File: config.mk
export PLATFORM = sky130hd
export DESIGN_NAME = bus_sequencer
export DESIGN_NICKNAME = d
export VERILOG_FILES = /design/src/rtl/bus_sequencer.sv
export SDC_FILE = /design/constraint.sdc
export NUM_CORES = 1
export LEC_CHECK = 0
export ABC_AREA = 1
export BUFFER_PORTS_ARGS = -buffer_cell sky130_fd_sc_hd__buf_2
export CORE_AREA = 4 4 41 43
export CTS_CLUSTER_SIZE = 14
export DETAILED_ROUTE_END_ITERATION = 10
export DIE_AREA = 0 0 45 47
export PLACE_DENSITY = 0.76
export SYNTH_ARGS = -nofsm -noshare
export SYNTH_HDL_FRONTEND = slang
export SYNTH_SLANG_ARGS = --single-unit
File: constraint.sdc
create_clock -name clk -period 1.2 [get_ports clk]
set_input_delay 0 -clock clk [delete_from_list [all_inputs] [get_ports clk]]
set_output_delay 0 -clock clk [all_outputs]
set_load 0.02 [all_outputs]
File: src/rtl/bus_sequencer.sv
// bus_sequencer
// Multi-cycle control sequencer for the 16-bit datapath. It walks each
// instruction through FETCH -> DECODE -> EXEC (-> LOADWB for loads). It drives
// the writeback bus source select and every destination write strobe: register
// file, data memory, instruction register, PC and PSR flags.
//
// Ports
//   clk        : single clock, rising edge
//   reset      : synchronous, active-high; forces FETCH on the next edge
//   hold       : stall; freezes state and forces all strobes to 0
//   instr[15:0]: instruction register contents
//                [15:12] op, [11:8] Rdest, [7:4] opext, [3:0] Rsrc
//   selector   : bus source 000 ALU, 001 shift, 010 imm, 011 mem, 100 PC, 101 regB
//   ir_we      : latch memory output into the instruction register
//   reg_we     : write bus value to Rdest
//   mem_we     : write register A to data memory
//   addr_sel   : memory address source, 0 PC, 1 register B
//   pc_inc     : PC <= PC + 1
//   pc_load    : PC <= register B
//   flag_we    : update PSR flags from the ALU
//   illegal    : one-cycle pulse on an undecodable instruction
//   state_dbg  : current state encoding
module bus_sequencer (
  input  logic        clk,
  input  logic        reset,
  input  logic        hold,
  input  logic [15:0] instr,
  output logic [2:0]  selector,
  output logic        ir_we,
  output logic        reg_we,
  output logic        mem_we,
  output logic        addr_sel,
  output logic        pc_inc,
  output logic        pc_load,
  output logic        flag_we,
  output logic        illegal,
  output logic [2:0]  state_dbg
);

  typedef enum logic [2:0] {
    ST_FETCH  = 3'b000,
    ST_DECODE = 3'b001,
    ST_EXEC   = 3'b010,
    ST_LOADWB = 3'b011
  } state_t;

  localparam logic [2:0] SEL_ALU   = 3'b000;
  localparam logic [2:0] SEL_SHIFT = 3'b001;
  localparam logic [2:0] SEL_IMM   = 3'b010;
  localparam logic [2:0] SEL_MEM   = 3'b011;
  localparam logic [2:0] SEL_PC    = 3'b100;
  localparam logic [2:0] SEL_REGB  = 3'b101;

  typedef struct packed {
    logic [2:0] sel;
    logic       ir_we;
    logic       reg_we;
    logic       mem_we;
    logic       addr_sel;
    logic       pc_inc;
    logic       pc_load;
    logic       flag_we;
    logic       illegal;
  } ctl_t;

  state_t state_r;
  state_t next_state_s;
  ctl_t   raw_s;
  ctl_t   out_s;

  // ALU operation codes. These are shared by the register form (opext) and
  // the immediate form (op).
  function automatic logic is_alu_code(input logic [3:0] code);
    logic hit;
    case (code)
      4'b0001, 4'b0010, 4'b0011, 4'b0101, 4'b1001: hit = 1'b1;
      default:                                     hit = 1'b0;
    endcase
    return hit;
  endfunction

  // Only ADD and SUB forms update the PSR flags.
  function automatic logic is_arith_code(input logic [3:0] code);
    return (code == 4'b0101) || (code == 4'b1001);
  endfunction

  function automatic logic is_load_instr(input logic [15:0] ir);
    return (ir[15:12] == 4'b0100) && (ir[7:4] == 4'b0000);
  endfunction

  // EXEC-state control for one instruction. Exactly one class matches.
  function automatic ctl_t exec_decode(input logic [15:0] ir);
    logic [3:0] op;
    logic [3:0] ext;
    ctl_t       c;
    op  = ir[15:12];
    ext = ir[7:4];
    c   = '0;
    if ((op == 4'b0000) && is_alu_code(ext)) begin
      c.sel     = SEL_ALU;
      c.reg_we  = 1'b1;
      c.flag_we = is_arith_code(ext);
      c.pc_inc  = 1'b1;
    end else if (is_alu_code(op)) begin
      c.sel     = SEL_ALU;
      c.reg_we  = 1'b1;
      c.flag_we = is_arith_code(op);
      c.pc_inc  = 1'b1;
    end else if (((op == 4'b0000) && (ext == 4'b1011)) || (op == 4'b1011)) begin
      c.flag_we = 1'b1;
      c.pc_inc  = 1'b1;
    end else if ((op == 4'b0000) && (ext == 4'b1101)) begin
      c.sel     = SEL_REGB;
      c.reg_we  = 1'b1;
      c.pc_inc  = 1'b1;
    end else if ((op == 4'b1101) || (op == 4'b1111)) begin
      c.sel     = SEL_IMM;
      c.reg_we  = 1'b1;
      c.pc_inc  = 1'b1;
    end else if ((op == 4'b1000) && ((ext == 4'b0100) || (ext[3:1] == 3'b000))) begin
      c.sel     = SEL_SHIFT;
      c.reg_we  = 1'b1;
      c.pc_inc  = 1'b1;
    end else if ((op == 4'b0100) && (ext == 4'b0100)) begin
      c.addr_sel = 1'b1;
      c.mem_we   = 1'b1;
      c.pc_inc   = 1'b1;
    end else if ((op == 4'b0100) && (ext == 4'b0000)) begin
      // Load: present Rsrc as the address now; the data returns in LOADWB.
      c.addr_sel = 1'b1;
    end else if ((op == 4'b0100) && (ext == 4'b1000)) begin
      // JAL writes the return address and redirects the PC, so no increment.
      c.sel     = SEL_PC;
      c.reg_we  = 1'b1;
      c.pc_load = 1'b1;
    end else begin
      c.illegal = 1'b1;
      c.pc_inc  = 1'b1;
    end
    return c;
  endfunction

  // State register: reset wins over hold, and hold freezes the state.
  always_ff @(posedge clk) begin
    if (reset) begin
      state_r <= ST_FETCH;
    end else if (hold) begin
      state_r <= state_r;
    end else begin
      state_r <= next_state_s;
    end
  end

  // Next-state logic and ungated control for the current state.
  always_comb begin
    next_state_s = ST_FETCH;
    raw_s        = '0;
    case (state_r)
      ST_FETCH: begin
        raw_s.addr_sel = 1'b0;
        next_state_s   = ST_DECODE;
      end
      ST_DECODE: begin
        raw_s.addr_sel = 1'b0;
        raw_s.ir_we    = 1'b1;
        next_state_s   = ST_EXEC;
      end
      ST_EXEC: begin
        raw_s = exec_decode(instr);
        if (is_load_instr(instr)) begin
          next_state_s = ST_LOADWB;
        end else begin
          next_state_s = ST_FETCH;
        end
      end
      ST_LOADWB: begin
        raw_s.addr_sel = 1'b1;
        raw_s.sel      = SEL_MEM;
        raw_s.reg_we   = 1'b1;
        raw_s.pc_inc   = 1'b1;
        next_state_s   = ST_FETCH;
      end
      default: begin
        // Corrupted encoding: stay quiet for one cycle and restart at FETCH.
        raw_s        = '0;
        next_state_s = ST_FETCH;
      end
    endcase
  end

  // Output gating. Hold keeps selector and addr_sel so the memory address
  // stays stable while stalled. Reset clears everything.
  always_comb begin
    out_s = '0;
    if (reset) begin
      out_s = '0;
    end else if (hold) begin
      out_s.sel      = raw_s.sel;
      out_s.addr_sel = raw_s.addr_sel;
    end else begin
      out_s = raw_s;
    end
  end

  assign selector  = out_s.sel;
  assign ir_we     = out_s.ir_we;
  assign reg_we    = out_s.reg_we;
  assign mem_we    = out_s.mem_we;
  assign addr_sel  = out_s.addr_sel;
  assign pc_inc    = out_s.pc_inc;
  assign pc_load   = out_s.pc_load;
  assign flag_we   = out_s.flag_we;
  assign illegal   = out_s.illegal;
  assign state_dbg = state_r;

endmodule
==> results of run 1 <==
logic make-up (layout without fill, tap and decap cells):
kind of cell	Yosys count	after routing
flip-flops	2	2
AND/OR/NAND/NOR	75	75
other	1	1
buffers and inverters	20	46
AO/OA/AOI/OAI	13	13
layer usage:
layer | routed length (um) | GRT usage (%) | vias to the layer above
met3 | 113 | 3.448 | 5
li1 | - | - | 399
met2 | 821 | 31.07 | 21
met5 | 0 | 0 | -
met1 | 656 | 18.96 | 329
met4 | 26 | 7.602 | 0
synthesized netlist by cell type, drive strengths merged:
master / n / share of area [%]
nand2: 37 / 28
nor2: 25 / 21
inv: 19 / 13
nand3: 8 / 9.2
a21oi: 7 / 6.4
o21ai: 5 / 4.6
nand4: 3 / 3.4
dfxtp: 2 / 7.4
nor3: 2 / 2.8
a211oi: 1 / 1.4
buf: 1 / 1.4
conb: 1 / 0.69
where the power goes:
part	switching, uW	total (uW)	internal, uW
combinational	118	176	57.7
sequential	8.18	79.6	71.4
clock	57.7	169	112
final timing paths:
check,start,endpoint,slack (ns),depth (start not counted)
worst max-delay path,state_dbg[1],pc_load,0.006,5
worst min-delay path,reset,state_dbg[0],0.02,2
worst max register to register,state_dbg[1],state_dbg[1],0.19,6
worst min register to register,state_dbg[0],state_dbg[0],0.52,2
timing repair:
item,in CTS,in global routing
hold buffers,0,0
resized for setup,10,10
setup endpoints to repair,7,10
pin swaps,1,1
stage by stage:
step / setup WS, ns / TNS [ns] / hold WS (ns) / util, %
2_1_floorplan: 0.01164 / 0 / 0.04165 / -
3_3_place_gp: 0.1293 / 0 / 0.2666 / 52.79
3_5_place_dp: 0.1234 / 0 / 0.2745 / 52.79
4_1_cts: -0.01380 / -0.01380 / 0.02107 / 57.12
5_1_grt: -0.05600 / -0.1215 / 0.03616 / 58.75
6_report: 0.006072 / 0 / 0.02186 / 58.75
layout make-up:
cell class,count,area (um2),area share [%]
inverter,19,73.82,9.656
timing repair buffer,24,141.4,18.49
sequential,2,45.04,5.892
tap,15,18.77,2.455
multi-input combinational,89,462.9,60.56
clock buffer,3,22.52,2.946
worst max-delay path: stages (launching register included):
cell     delay (ns)
dfxtp_2        0.34
inv_4          0.06
nor2_4         0.14
nand3_4        0.11
nor3_2         0.12
buf_4          0.16
==> results.py, run 1 <==
metrics = {
    "clock_network": {
        "cts_made_buffers": 3,
        "clockBufferDepth": 2,
        "htreeDepth": 1,
        "cts_root_buf": "clkbuf_4",
        "clock_latency_ns": 0.25,
        "cts_tree": "built",
        "path_clk_slew_ns": 0.04,
        "post_cts_buffers": 0,
        "clock_sinks": 2,
    },
    "sta": {
        "maxSlewViolCount": 0,
        "fin_skew_ns": 0.01031,
        "rsz0062_at_grt": "yes",
        "finalSetupViolCount": 0,
        "min_period_over_period_pct": 99.49,
        "hold_viol_final": 0,
        "period_minus_slack_ns": 1.194,
        "fmax_mhz": 837.6,
    },
    "global_route": {
        "grt_pass1_wl_mm": 2.635,
        "grt_usage_pct": 17.02,
        "overflow": 0,
        "grt_pass1_vias": 655,
        "antenna_found_initial": 0,
        "grt_max_degree": 8,
    },
    "power_and_ir_drop": {
        "vdd_ir_drop_max_mv": 0.2977,
        "p_total_uw": 425.2,
        "power_leakage_uw": 0.0003981,
        "power.density_nw_per_um2": 556.2,
    },
    "logic_synthesis": {
        "muxShareOfSynthArea_pct": 0,
        "syn-cell-area_um2": 544.3,
        "synth_fa_ha_area_share_pct": 0,
        "synth_top_family_by_area": "simple AND/OR/NAND/NOR gates",
        "syn-num-nets": 130,
        "yosys_warnings": 0,
        "synth_compound_area_share_pct": 12.41,
        "synthXorXnorAreaFrac_pct": 0,
        "avgSynthCellArea_um2": 4.903,
        "synthSimpleGateAreaFrac_pct": 65.06,
        "yosys.cell_types.count": 19,
        "synth_seq_cells": 2,
        "synth-seq-area-share_pct": 7.356,
        "synth_cells": 111,
    },
    "floorplanning": {
        "die_h_um": 47,
        "ios": 33,
        "start_util_pct": 41.83,
        "core_um2": 1301,
        "row_count": 13,
        "dieWidth_um": 45,
        "dieArea_um2": 2115,
    },
    "drt": {
        "vias": 754,
        "first_pass_iters": 4,
        "finalWirelength_mm": 1.617,
        "drtAntennaViolNets": 0,
        "drc": 0,
        "via_per_inst": 4.961,
        "drt-initial-drc-count": 34,
        "avgRoutedWirePerCell_um": 10.64,
    },
    "layout": {
        "nFillCells": 143,
        "antenna_cells": 0,
        "fin_cells": 152,
        "largest_register_ffs": 2,
        "finalInstanceArea_um2": 764.5,
        "drive_gt1_share_pct": 40.88,
        "synthToLayoutAreaGrowth_pct": 40.46,
        "final_common_cell": "nand2_1",
        "final_cell_mix": "nand2_1 (31), nor2_1 (17), buf_2 (17), inv_1 (12)",
        "fin_nets": 158,
    },
    "placement": {
        "placed_cells": 149,
        "placed_cell_area_um2": 686.9,
        "place_congestion": 0.8578,
        "hpwl_mm": 1.316,
        "port_buffers": 23,
    },
    "critical_path": {
        "cp.required_ns": 1.20,
        "crit_arrival_ns": 1.19,
        "cp_max_fo": 7,
        "end_kind": "output pin",
        "worstSetupPathType": "reg2out",
        "critPathLaunchType": "register",
    },
    "run_status": {
        "outcome": "finished clean",
    },
    "job": {
        "maxCapViolations": 0,
    },
    "min_path": {
        "hold_path_class": "in2reg",
    },
}
Power figures use the tool's default switching activity.
==> run 2, diff against run 1 <==
--- a/config.mk
+++ b/config.mk
@@ -7,11 +7,13 @@
 export LEC_CHECK = 0
 export ABC_AREA = 1
 export BUFFER_PORTS_ARGS = -buffer_cell sky130_fd_sc_hd__buf_2
+export CAP_MARGIN = 25
 export CORE_AREA = 4 4 41 43
 export CTS_CLUSTER_SIZE = 14
 export DETAILED_ROUTE_END_ITERATION = 10
 export DIE_AREA = 0 0 45 47
 export PLACE_DENSITY = 0.76
+export RECOVER_POWER = 25
 export SYNTH_ARGS = -nofsm -noshare
 export SYNTH_HDL_FRONTEND = slang
 export SYNTH_SLANG_ARGS = --single-unit
==> results.py, run 2 (synthesis results as in run 1) <==
metrics = {
    "run_status": {
        "outcome": "finished clean",
    },
    "critical_path": {
        "cp-endpoint": "pc_load",
        "worst-path-stages": 5,
        "cp.required_ns": 1.20,
        "r2r-end": "state_dbg[1]",
        "crit_start": "state_dbg[1]",
        "worstSetupPathType": "reg2out",
        "critPathSlowestCell": "dfxtp_2",
        "path_cells": "inv_4 > nor2_4 > nand3_4 > nor3_2 > buf_4",
        "critPathLaunchType": "register",
        "regToRegStartpoint": "state_dbg[1]",
        "worst-path-buf-inv": 2,
        "max_stage_delay_ns": 0.34,
        "end_kind": "output pin",
        "cp_max_fo": 7,
        "crit_arrival_ns": 1.19,
        "r2r_slack_ns": 0.19,
        "crit_family": "simple AND/OR/NAND/NOR gates",
        "r2r_cells": 6,
    },
    "clock_network": {
        "cts_root_buf": "clkbuf_4",
        "post_cts_buffers": 0,
        "htreeDepth": 1,
        "cts_tree": "built",
        "cts_made_buffers": 3,
        "path_clk_slew_ns": 0.04,
        "cts_hold_buf": 0,
        "clock_sinks": 2,
        "clockBufferDepth": 2,
        "clock_latency_ns": 0.25,
    },
    "sta": {
        "fin_skew_ns": 0.01031,
        "maxSlewViolCount": 0,
        "hold_viol_final": 0,
        "min_period_over_period_pct": 99.52,
        "finalSetupTns_ns": 0,
        "whs_ns": 0.02141,
        "rsz0062_at_grt": "yes",
        "finalSetupViolCount": 0,
        "fmax_mhz": 837.3,
        "period_minus_slack_ns": 1.194,
    },
    "min_path": {
        "hold_path_class": "in2reg",
    },
    "drt": {
        "via_per_inst": 4.974,
        "first_pass_iters": 4,
        "drt-initial-drc-count": 34,
        "avgRoutedWirePerCell_um": 10.65,
        "drtAntennaViolNets": 0,
        "vias": 756,
        "drc": 0,
        "finalWirelength_mm": 1.619,
    },
    "global_route": {
        "grt_usage_pct": 17.02,
        "grt_pass1_wl_mm": 2.635,
        "grt_max_degree": 8,
        "antenna_found_initial": 0,
        "overflow": 0,
        "grt_pass1_vias": 655,
    },
    "floorplanning": {
        "start_util_pct": 41.83,
        "dieArea_um2": 2115,
        "core_um2": 1301,
        "dieWidth_um": 45,
        "row_count": 13,
        "die_h_um": 47,
        "ios": 33,
    },
    "layout": {
        "drive_gt1_share_pct": 39.42,
        "fin_nets": 158,
        "nFillCells": 144,
        "final_cell_mix": "nand2_1 (31), nor2_1 (17), buf_2 (15), inv_1 (12)",
        "final_common_cell": "nand2_1",
        "largest_register_ffs": 2,
        "synthToLayoutAreaGrowth_pct": 40.00,
        "antenna_cells": 0,
    },
    "placement": {
        "port_buffers": 23,
        "place_congestion": 0.8578,
        "hpwl_mm": 1.316,
    },
    "job": {
        "maxCapViolations": 0,
    },
    "power_and_ir_drop": {
        "switchingPower_uw": 184.5,
        "p_seq_share_pct": 18.8,
        "power.density_nw_per_um2": 556.7,
        "p_clk_share_pct": 40.0,
        "p_int_uw": 239.7,
        "swShare_pct": 43.48,
        "vdd_ir_drop_max_mv": 0.2977,
        "power_leakage_uw": 0.0003902,
        "comb_power_share_pct": 41.2,
    },
}
[run 2: timing repair]
item                                    CTS  global route
resized for setup                        10            10
endpoints found under the setup margin    7            10
pin swaps                                 1             1
[run 2: worst register-to-register path, stage by stage, from the launching register on]
cell and delay, ns:
dfxtp_2 0.34, inv_4 0.06, nor2_4 0.11, nand4_1 0.15
nand2_1 0.09, nand2_1 0.05, a21oi_1 0.13
[run 2: through the flow]
step                      util (%)  cell area, um2  std cells  total power [uW]  worst slack, ns
after floorplan                  -           553.0        111             188.2          0.01164
after global placement       52.79           686.9        149             239.8           0.1293
after detailed placement     52.79           686.9        149             244.4           0.1234
after CTS                    57.12           743.2        152             425.5         -0.01380
after global routing         58.56           762.0        152             455.6         -0.05600
final                        58.56           762.0        152             424.2         0.005714
[run 2: how the worst min path moves through the flow]
stage | from | to | slack, ns | depth (start not counted)
finish | reset | state_dbg[0] | 0.02 | 2
global route | reset | state_dbg[0] | 0.04 | 2
CTS | reset | state_dbg[0] | 0.02 | 2
detailed placement | reset | state_dbg[0] | 0.27 | 2
global placement | reset | state_dbg[0] | 0.27 | 2
floorplan | reset | selector[0] | 0.04 | 1
[run 2: final cells by class]
cell class                      instances  area, um2  area share (%)
Tap cell                               15      18.77           2.463
Inverter                               19      73.82           9.688
Clock buffer                            3      22.52           2.956
Timing Repair Buffer                   24      138.9           18.23
Multi-Input combinational cell         89      462.9           60.76
Sequential cell                         2      45.04           5.911
[run 2: metal layers]
layer  track usage (%)  vias up  routed length [um]
met1             18.96      332                 658
li1                  -      398                   -
met2             31.07       21                 820
met5                 0        -                   0
met3             3.448        5                 113
met4             7.602        0                  26
[run 2: power by group through the flow]
stage                     clock, uW  combinational [uW]  sequential (uW)
final                           169                 175             79.8
after global routing            178                 197             80.6
after CTS                       172                 175             78.8
after detailed placement          0                 166             78.0
after global placement            0                 162             77.6
after floorplan                   0                 106             82.5
==> run 3, diff against run 2 <==
--- a/config.mk
+++ b/config.mk
@@ -12,7 +12,7 @@
 export CTS_CLUSTER_SIZE = 14
 export DETAILED_ROUTE_END_ITERATION = 10
 export DIE_AREA = 0 0 45 47
-export PLACE_DENSITY = 0.76
+export PLACE_DENSITY_LB_ADDON = 0.12
 export RECOVER_POWER = 25
 export SYNTH_ARGS = -nofsm -noshare
 export SYNTH_HDL_FRONTEND = slang
==> results.py, run 3 (synthesis results as in run 1) <==
metrics = {
    "min_path": {
        "hold_path_class": "in2reg",
    },
    "drt": {
        "wirelength_met1_um": 755,
        "first_pass_iters": 4,
        "vias": 754,
        "wl_met3_um": 69,
        "wl_met2_um": 736,
        "via_per_inst": 4.896,
        "drtAntennaViolNets": 0,
        "drt-initial-drc-count": 14,
        "topRoutingLayerUsed": "met3",
        "drc": 0,
        "finalWirelength_mm": 1.560,
        "avgRoutedWirePerCell_um": 10.13,
    },
    "layout": {
        "post-route-util_pct": 58.08,
        "drive_gt1_share_pct": 40.29,
        "final_cell_mix": "nand2_1 (31), nor2_1 (18), buf_2 (17), inv_1 (13), buf_4 (7)",
        "nFillCells": 149,
        "multiInputGateArea_um2": 447.9,
        "synthToLayoutAreaGrowth_pct": 38.85,
        "final_common_cell": "nand2_1",
        "antenna_cells": 0,
        "seq_area_um2": 42.54,
        "fin_nets": 160,
        "largest_register_ffs": 2,
    },
    "clock_network": {
        "clock_sinks": 2,
        "path_clk_slew_ns": 0.03,
        "cts_made_buffers": 3,
        "cts_tree": "built",
        "clock_latency_ns": 0.22,
        "clockBufferDepth": 2,
        "htreeDepth": 1,
        "cts_root_buf": "clkbuf_4",
        "post_cts_buffers": 0,
    },
    "critical_path": {
        "critPathLaunchType": "register",
        "worstSetupPathType": "reg2out",
        "cp.required_ns": 1.20,
        "crit_arrival_ns": 1.18,
        "end_kind": "output pin",
        "cp_max_fo": 3,
    },
    "power_and_ir_drop": {
        "power.density_nw_per_um2": 531.1,
        "power_leakage_uw": 0.0004040,
        "vdd_ir_drop_max_mv": 0.4399,
    },
    "placement": {
        "pre_cts_ws_ns": 0.1309,
        "hpwl_mm": 1.329,
        "port_buffers": 23,
        "place_congestion": 0.8105,
    },
    "floorplanning": {
        "ios": 33,
        "row_count": 13,
        "core_um2": 1301,
        "dieArea_um2": 2115,
        "dieWidth_um": 45,
        "die_h_um": 47,
        "start_util_pct": 41.83,
    },
    "sta": {
        "period_minus_slack_ns": 1.179,
        "hold_viol_final": 0,
        "timing.final.ws_setup_ns": 0.02113,
        "fmax_mhz": 848.3,
        "rsz0062_at_grt": "yes",
        "whs_ns": 0.07032,
        "fin_skew_ns": 0.002392,
        "min_period_over_period_pct": 98.24,
        "finalSetupViolCount": 0,
        "maxSlewViolCount": 0,
    },
    "global_route": {
        "overflow": 0,
        "grt_pass1_wl_mm": 2.677,
        "grt_usage_pct": 16.64,
        "grt_pass1_vias": 659,
        "antenna_found_initial": 0,
        "grt_max_degree": 8,
    },
    "run_status": {
        "outcome": "finished clean",
    },
    "job": {
        "maxCapViolations": 0,
    },
}
## run 3: worst paths after layout
check | from | endpoint | slack (ns) | depth (start not counted)
setup reg to reg | state_dbg[1] | state_dbg[0] | 0.16 | 6
hold / removal | reset | state_dbg[1] | 0.07 | 2
hold reg to reg | state_dbg[1] | state_dbg[1] | 0.62 | 3
setup / recovery | state_dbg[1] | illegal | 0.02 | 5
## run 3: where the power goes
group          leakage, uW  total, uW  internal [uW]  switching (uW)
logic             0.000373        179           61.6             117
clock network    0.0000138        145            110            34.4
registers        0.0000172       78.0           72.2            5.76
## run 3: critical path, cell delays in order (launching register included)
cell and delay (ns):
dfxtp_2 0.32, inv_2 0.06, nor2_2 0.15, nand3_2 0.14, nor2_1 0.14, buf_4 0.15
## run 3: repair_timing
item,CTS,global route
pin swaps,0,1
hold buffers,0,0
resized for setup,7,6
setup endpoints to repair,5,7
## run 3: layout make-up
cell class                      count  share of cell area [%]
Clock buffer                        3                   2.980
Multi-Input combinational cell     89                   59.27
Timing Repair Buffer               26                   20.20
Sequential cell                     2                   5.629
Tap cell                           15                   2.483
Inverter                           19                   9.437
## run 3: stage by stage
stage          TNS, ns  power, uW  instances  cell area (um2)
6_report             0      401.4        154            755.7
5_1_grt        -0.2176      441.2        154            755.7
4_1_cts              0      407.6        154            742.0
3_5_place_dp         0      250.7        151            701.9
3_3_place_gp         0      248.2        151            701.9
2_1_floorplan        0      188.2        111            553.0
## run 3: layer usage
metal / vias to the layer above / GRT usage, %
li1: 408 / -
met2: 16 / 27.12
met5: - / 0
met4: 0 / 1.754
met1: 330 / 23.98
met3: 0 / 2.299
